### config.mk
export PLATFORM = sky130hd
export DESIGN_NAME = conv2d_stream_engine
export DESIGN_NICKNAME = d
export VERILOG_FILES = /design/src/rtl/conv2d_stream_engine.sv
export SDC_FILE = /design/constraint.sdc
export NUM_CORES = 1
export LEC_CHECK = 0
export CELL_PAD_IN_SITES_DETAIL_PLACEMENT = 2
export CELL_PAD_IN_SITES_GLOBAL_PLACEMENT = 2
export CORE_AREA = 2 2 163 165
export DETAILED_ROUTE_END_ITERATION = 8
export DIE_AREA = 0 0 165 167
export PLACE_DENSITY_LB_ADDON = 0.1
export REMOVE_ABC_BUFFERS = 1
export SYNTH_ARGS = -nofsm -noshare
export SYNTH_HDL_FRONTEND = slang
export SYNTH_SLANG_ARGS = --single-unit
### constraint.sdc
create_clock -name i_clk -period 24 [get_ports i_clk]
set_input_delay 4.8 -clock i_clk [delete_from_list [all_inputs] [get_ports i_clk]]
set_output_delay 4.8 -clock i_clk [all_outputs]
set_load 0.02 [all_outputs]
### src/rtl/conv2d_stream_engine.sv
// Streaming KxK 2-D convolution over an SRAM-resident image with shift-and-saturate output.
// Build option: define RELU_EN to clamp negative results to zero before saturation.
module conv2d_stream_engine #(
   parameter int KERNEL_SIZE = 3,
   parameter int DATA_WIDTH  = 8,
   parameter int ACC_WIDTH   = 20,
   parameter int IMG_W       = 8,
   parameter int IMG_H       = 8,
   parameter int ADDR_WIDTH  = 8,
   parameter int KADDR_WIDTH = 6,
   parameter int SHIFT       = 0
) (
   input  logic                   i_clk,
   input  logic                   i_rst,
   input  logic                   i_start,
   output logic [ADDR_WIDTH-1:0]  o_img_addr,
   input  logic [DATA_WIDTH-1:0]  i_img_data,
   output logic [KADDR_WIDTH-1:0] o_kernel_addr,
   input  logic [DATA_WIDTH-1:0]  i_kernel_data,
   output logic [DATA_WIDTH-1:0]  o_result,
   output logic                   o_valid,
   input  logic                   i_ready,
   output logic                   o_busy,
   output logic                   o_done
);

   localparam int KK  = KERNEL_SIZE * KERNEL_SIZE;
   localparam int CW  = $clog2(KK + 1);
   localparam int KXW = $clog2(KERNEL_SIZE + 1);
   localparam int XW  = $clog2(IMG_W + 1);
   localparam int YW  = $clog2(IMG_H + 1);
   localparam int PW  = 2 * DATA_WIDTH;

   localparam logic signed [ACC_WIDTH-1:0] SAT_MAX = ACC_WIDTH'((1 << (DATA_WIDTH - 1)) - 1);
   localparam logic signed [ACC_WIDTH-1:0] SAT_MIN = ~SAT_MAX;

   typedef enum logic [2:0] {S_IDLE, S_LOAD, S_MAC, S_OUTPUT, S_DONE} state_t;

   state_t                        r_state;
   logic [CW-1:0]                 r_cnt;
   logic [KXW-1:0]                r_kx;
   logic [XW-1:0]                 r_ox;
   logic [YW-1:0]                 r_oy;
   logic signed [ACC_WIDTH-1:0]   r_acc;
   logic signed [DATA_WIDTH-1:0]  r_tap [0:(1<<CW)-1];

   logic [CW-1:0]                 w_tidx;
   logic signed [PW-1:0]          w_pix_x;
   logic signed [PW-1:0]          w_tap_x;
   logic signed [PW-1:0]          w_prod;
   logic signed [ACC_WIDTH-1:0]   w_acc_nxt;
   logic                          w_last_x;
   logic                          w_last_y;
   logic [XW-1:0]                 w_ox_nxt;
   logic [YW-1:0]                 w_oy_nxt;

   function automatic logic signed [DATA_WIDTH-1:0] sat_fn(input logic signed [ACC_WIDTH-1:0] a);
      logic signed [ACC_WIDTH-1:0] s;
      s = a >>> SHIFT;
`ifdef RELU_EN
      if (s < 0) s = '0;
`else
`endif
      if (s > SAT_MAX)      return SAT_MAX[DATA_WIDTH-1:0];
      else if (s < SAT_MIN) return SAT_MIN[DATA_WIDTH-1:0];
      else                  return s[DATA_WIDTH-1:0];
   endfunction

   function automatic logic [ADDR_WIDTH-1:0] base_fn(input logic [XW-1:0] x, input logic [YW-1:0] y);
      return ADDR_WIDTH'(int'(y) * IMG_W + int'(x));
   endfunction

   // Data for the address issued last cycle arrives now, so taps/products lag r_cnt by one.
   assign w_tidx    = r_cnt - 1'b1;
   assign w_pix_x   = {{DATA_WIDTH{i_img_data[DATA_WIDTH-1]}}, i_img_data};
   assign w_tap_x   = {{DATA_WIDTH{r_tap[w_tidx][DATA_WIDTH-1]}}, r_tap[w_tidx]};
   assign w_prod    = w_pix_x * w_tap_x;
   assign w_acc_nxt = r_acc + ACC_WIDTH'(w_prod);

   assign w_last_x  = (r_ox == XW'(IMG_W - KERNEL_SIZE));
   assign w_last_y  = (r_oy == YW'(IMG_H - KERNEL_SIZE));
   assign w_ox_nxt  = w_last_x ? '0 : r_ox + 1'b1;
   assign w_oy_nxt  = w_last_x ? r_oy + 1'b1 : r_oy;

   always_ff @(posedge i_clk) begin
      if (r_state == S_LOAD && r_cnt != '0)
         r_tap[w_tidx] <= i_kernel_data;
   end

   always_ff @(posedge i_clk or posedge i_rst) begin
      if (i_rst) begin
         r_state       <= S_IDLE;
         r_cnt         <= '0;
         r_kx          <= '0;
         r_ox          <= '0;
         r_oy          <= '0;
         r_acc         <= '0;
         o_img_addr    <= '0;
         o_kernel_addr <= '0;
         o_result      <= '0;
         o_valid       <= 1'b0;
         o_busy        <= 1'b0;
         o_done        <= 1'b0;
      end else begin
         case (r_state)
            S_IDLE: begin
               o_done <= 1'b0;
               if (i_start) begin
                  r_state       <= S_LOAD;
                  o_busy        <= 1'b1;
                  r_ox          <= '0;
                  r_oy          <= '0;
                  r_cnt         <= '0;
                  o_kernel_addr <= '0;
               end
            end
            S_LOAD: begin
               r_cnt <= r_cnt + 1'b1;
               if (r_cnt < CW'(KK - 1))
                  o_kernel_addr <= KADDR_WIDTH'(r_cnt) + 1'b1;
               if (r_cnt == CW'(KK)) begin
                  r_state    <= S_MAC;
                  r_cnt      <= '0;
                  r_kx       <= '0;
                  r_acc      <= '0;
                  o_img_addr <= base_fn(r_ox, r_oy);
               end
            end
            S_MAC: begin
               r_cnt <= r_cnt + 1'b1;
               if (r_cnt != '0)
                  r_acc <= w_acc_nxt;
               // Walk the window raster: step by one, jump to the next image row at kx wrap.
               if (r_cnt < CW'(KK - 1)) begin
                  if (r_kx == KXW'(KERNEL_SIZE - 1)) begin
                     r_kx       <= '0;
                     o_img_addr <= o_img_addr + ADDR_WIDTH'(IMG_W - KERNEL_SIZE + 1);
                  end else begin
                     r_kx       <= r_kx + 1'b1;
                     o_img_addr <= o_img_addr + 1'b1;
                  end
               end
               if (r_cnt == CW'(KK)) begin
                  r_state  <= S_OUTPUT;
                  o_result <= sat_fn(w_acc_nxt);
                  o_valid  <= 1'b1;
               end
            end
            S_OUTPUT: begin
               if (i_ready) begin
                  o_valid <= 1'b0;
                  r_ox    <= w_ox_nxt;
                  r_oy    <= w_oy_nxt;
                  if (w_last_x && w_last_y) begin
                     r_state <= S_DONE;
                     o_done  <= 1'b1;
                  end else begin
                     r_state    <= S_MAC;
                     r_cnt      <= '0;
                     r_kx       <= '0;
                     r_acc      <= '0;
                     o_img_addr <= base_fn(w_ox_nxt, w_oy_nxt);
                  end
               end
            end
            S_DONE: begin
               o_done  <= 1'b0;
               o_busy  <= 1'b0;
               r_state <= S_IDLE;
            end
            default: r_state <= S_IDLE;
         endcase
      end
   end

endmodule

**Yosys cells after proc, flatten, opt, wreduce, memory -nomap -nowiden**

Memories as Yosys holds them, arrays and structs flattened.
Index checks and enable logic that the tools add are counted.

- Register bits: 62
- RAM bits: 128
- Input port bits: 20
- Output and inout bits: 25
- Word-level logic and storage cells: 116
- Memories: 1

- $add $sub $neg: 11
- $mul: 1
- Magnitude comparators: 3
- Equality and inequality tests: 17
- Muxes and demuxes: 49
- Reductions and logical operators: 22

Memories:

| memory | words | bits a word | rd ports | clocked after memory_dff | wr ports | line | text |
|---|---|---|---|---|---|---|---|
| r_tap | 16 | 8 | 1 | 0 | 1 | 45 | `logic signed [DATA_WIDTH-1:0] r_tap [0:(1<<CW)-1];` |

Operator list:

| cell | number |
|---|---|
| 20-bit two-way mux | 4 |
| 20-bit case mux with 3 select lines | 1 |
| 8-bit two-way mux | 7 |
| 4-bit two-way mux | 8 |
| 8-bit case mux with 3 select lines | 1 |
| 20-bit by 16-bit adder with 20-bit output | 1 |
| 20-bit by 8-bit > comparator with 1-bit output, second input constant | 1 |
| 20-bit by 8-bit < comparator with 1-bit output, second input constant | 1 |
| 7-bit by 4-bit adder with 8-bit output | 2 |
| 8-bit by 8-bit multiplier with 16-bit output | 1 |
| 4-bit case mux with 2 select lines | 2 |
| 4-bit case mux with 4 select lines | 1 |
| 3-bit two-way mux | 5 |
| 2-bit inequality test, second input constant | 7 |
| 4-bit by 1-bit adder with 4-bit output, second input constant | 3 |
| 6-bit two-way mux | 2 |
| 3-bit case mux with 4 select lines | 1 |
| 6-bit case mux with 2 select lines | 1 |
| 3-bit AND reduction | 4 |
| 2-bit two-way mux | 5 |
| 5-bit AND reduction | 2 |
| 2-bit nonzero test | 5 |
| 8-bit by 1-bit adder with 8-bit output, second input constant | 1 |
| 8-bit by 3-bit adder with 8-bit output, second input constant | 1 |
| other kinds (21) | 36 |

**Logic depth before layout (Yosys ltp)**

An unclocked memory read counts as a cell.

- Depth in word-level cells: 7
- Gate-level depth with buffers: 29
- Gate-level depth less buffers: 25

**Worst setup path before layout**

OpenSTA, ideal clock, no wires.

- Path kind: input port to flip-flop
- Start point: input port i_img_data[7]
- End point: register o_result[0]
- Library setup time: 67 ps
- Arrival: 10,348 ps
- Required time: 23,933 ps
- Setup slack: 13,585 ps
- Stages on the path: 19
- Cell sequence: and2_1 inv_1 fa_1 inv_1 fa_1 fa_1 fa_1 inv_1 fa_1 inv_1 ha_1 o21ai_2 a21oi_4 o41ai_2 nand2_1 or4_1 or4b_4 o31ai_4 a221o_1

- Cells in the longest elaborated chain, start to end: 5
- Elaborated cells between the ends (all ways): 6

RTL lines:

| item | line | text |
|---|---|---|
| start: declaration | 17 | `input logic [DATA_WIDTH-1:0] i_img_data,` |
| 8-bit by 8-bit multiplier with 16-bit output * | 77 | `assign w_prod = w_pix_x * w_tap_x;` |
| 20-bit by 16-bit adder with 20-bit output * | 78 | `assign w_acc_nxt = r_acc + ACC_WIDTH'(w_prod);` |
| 20-bit by 8-bit < comparator with 1-bit output | 65 | `else if (s < SAT_MIN) return SAT_MIN[DATA_WIDTH-1:0];` |
| 8-bit two-way mux | 65 |  |
| 8-bit two-way mux * | 64 | `if (s > SAT_MAX) return SAT_MAX[DATA_WIDTH-1:0];` |
| end signal: assignment | 145 | `o_result <= sat_fn(w_acc_nxt);` |
| end: declaration | 20 | `output logic [DATA_WIDTH-1:0] o_result,` |

Mark *: on every way between the ends. The rest lies on a longest branch, timed or not.
A chain may end at the register's enable or synchronous reset.

**Worst setup path after layout**

- Start point: input port i_img_data[7]
- End point: register o_result[5]

The elaborated chain is that of the path after synthesis.

==> metrics.yaml <==
cts:
  clkTransAtPathRegs_ns: 0.08
  ctsLongestPathBuffers: 2
  ctsHoldBuffers: 0
  h-tree-depth: 4
  cts-root-buf: "clkbuf_16"
  clock_sinks: 189
  insertion_delay_ns: 0.45
  numCtsBuffers: 17
  cts_tree: "yes"
  cts_resized: 0
  cts_setup_buffers: 0
global_routing:
  grt_overflow: 0
  antenna_found_initial: 0
  grt_use_total_pct: 27.76
  grt_max_degree: 62
  grt_pass1_wl_um: 56190
  grt_pass1_vias: 9136
worst_hold_path:
  holdCritStartpoint: "o_kernel_addr[4]"
  hp-class: "register to register"
  min_path_cells: 1
  min_to: "o_kernel_addr[4]"
worst_setup_path:
  required_ns: 24.38
  worstSetupPathType: "input pin to register"
  r2r-start: "r_cnt[1]"
  worstPathMaxFanout: 13
  setup.worst_path.start_class: "input pin"
  arrival_ns: 11.78
  rrSetupSlack_ns: 14.97
  critPathCaptureType: "register"
  worst-r2r-cell-count: 25
  r2r_end: "o_result[5]"
floorplan:
  io_pins: 45
  fp-row-count: 59
  die-height_um: 167
  die_x_um: 165
  coreArea_sq_um: 25760
  start_util_pct: 46.16
  die_area_sq_um: 27560
timing:
  min_period_ns: 11.40
  relSlewSlack_pct: 12.46
  drv_slew: 0
  setup_slack_ns: 12.60
  clock_skew_ns: 0.01903
  period_share_pct: 47.48
  setup_viol: 0
  tightest_slew_ns: 1.308
  setup_tns_ns: 0
  hold_viol: 0
  rsz0062_at_grt: "no"
  fmax_mhz: 87.75
layout:
  final.fill_count: 2475
  fin_cells: 1344
  final_cell_mix: "edfxtp_1 (128), inv_1 (115), nand2_1 (95)"
  n_antenna_cell: 0
  drive_gt1_share_pct: 9.613
  nNetsFinal: 1167
  layout_commonest_cell: "edfxtp_1"
  area_growth_pct: 11.43
routing:
  viasPerCell: 5.914
  wirelength_um: 36140
  drc: 0
  route.vias.total: 7948
  antenna_left: 0
  routedWlPerCell_um: 26.89
  drtIter0Drc: 549
  drt_pass1_iterations: 5
synthesis:
  synth_edf_count: 128
  synthTopCellsByArea: "edfxtp_1 (32%), fa_1 (15%), dfrtp_1 (13%), mux4_2 (7.4%), ha_1 (6.5%)"
  synth_top_area_share_pct: 32.32
  muxShareOfSynthArea_pct: 7.912
  yosys.area_share.simple_pct: 10.10
  ys_ff_latch: 189
  synth.avg_cell_area_sq_um: 12.38
  syn_inst: 961
  async_flop_share_pct: 32.28
  synth_top_family_by_area: "adder cells"
  netlist_area_sq_um: 11890
  yosys.area_share.xor_xnor_pct: 2.504
  synth_compound_area_share_pct: 7.954
  ys_warn_count: 0
  synthAdderAreaFrac_pct: 21.50
  synth_ff_type: "edfxtp_1"
  synth_top_area_cell: "edfxtp_1"
  yosysSeqAreaShare_pct: 45.16
  synth.distinct_cells: 67
placed_design:
  pre_cts_ws_ns: 12.30
  io_buffer_count: 43
  dp_hpwl_um: 26380
  dp.cells: 1312
  gp_congestion: 0.7632
job:
  cap_violations: 0
status:
  status: "finished, final reports clean"
-- cells by family (layout without fill, tap and decap cells) --
family	after synthesis	after routing
xor gates and xnor gates	34	34
DFF	189	189
AOI/OAI and AO/OA	140	140
buffers and inverters	151	199
and+or+nand+nor	250	250
adders and majority gates	151	151
muxes	45	45
other	1	1
-- worst max-delay path by stage --
stage,start,end,slack (ns),cells after the start
floorplan,i_img_data[7],o_result[0],13.59,19
global placement,i_img_data[7],o_result[0],12.57,20
detailed placement,i_img_data[7],o_result[5],12.30,20
CTS,i_img_data[7],o_result[5],12.60,20
global route,i_img_data[7],o_result[5],12.15,20
finish,i_img_data[7],o_result[5],12.60,20
-- registers in the layout, indices dropped and copies added (netlist names), 2 cells and up --
name	cells
o_img_addr	8
o_kernel_addr	5
o_result	8
r_acc	20
r_cnt	4
r_kx	2
r_ox	4
r_oy	4
r_state	3
r_tap	128
-- stage by stage --
stage	instance area, sq um	hold slack, ns	util, %
6_report	13250	0.4943	51.44
5_1_grt	13250	0.5232	51.44
4_1_cts	13250	0.4996	51.44
3_5_place_dp	12670	0.4755	49.17
3_3_place_gp	12670	0.4670	49.17
2_1_floorplan	11760	0.4485	-
-- final cells by class --
type / count / area, sq um / share of cell area [%]
clock inverters: 15 / 158.9 / 1.199
repair buffers: 50 / 483.0 / 3.645
inverters: 117 / 439.2 / 3.314
well taps: 335 / 419.2 / 3.163
clock buffers: 17 / 425.4 / 3.210
multi-input cells: 621 / 5954 / 44.93
flip-flops and latches: 189 / 5371 / 40.53
-- critical path, cell delays in order --
cell and delay, ns:
clkdlybuf4s50_1 0.59, and2_1 0.64, inv_1 0.16, fa_1 0.56, inv_1 0.06, fa_1 0.52
fa_1 0.46, fa_1 0.56, inv_1 0.07, fa_1 0.53, inv_1 0.06, ha_1 0.38
o21ai_0 0.21, nor4_2 0.44, nor4b_1 0.17, o311ai_1 0.35, xnor2_1 0.24, nand2_1 0.17
a41oi_1 0.57, a221o_1 0.23
-- metal layers --
metal	global-route usage, %	vias up	part of all wire (%)
met1	37.01	4231	42
met5	0	-	0
met4	9.641	0	2.9
met3	4.060	69	4.3
li1	-	3414	-
met2	46.38	234	50
-- Yosys cell counts (all sizes together) (14+ instances only) --
library cell	instances
o21ai	45
xor2	14
and2	39
xnor2	20
edfxtp	128
fa	89
nor3	15
ha	62
clkbuf	26
inv	117
a21oi	29
dfrtp	61
mux4	39
nor2	51
nand2	95
Power is not shown: default switching activity piles up to over one toggle a cycle in this logic, so the estimate is an artifact.
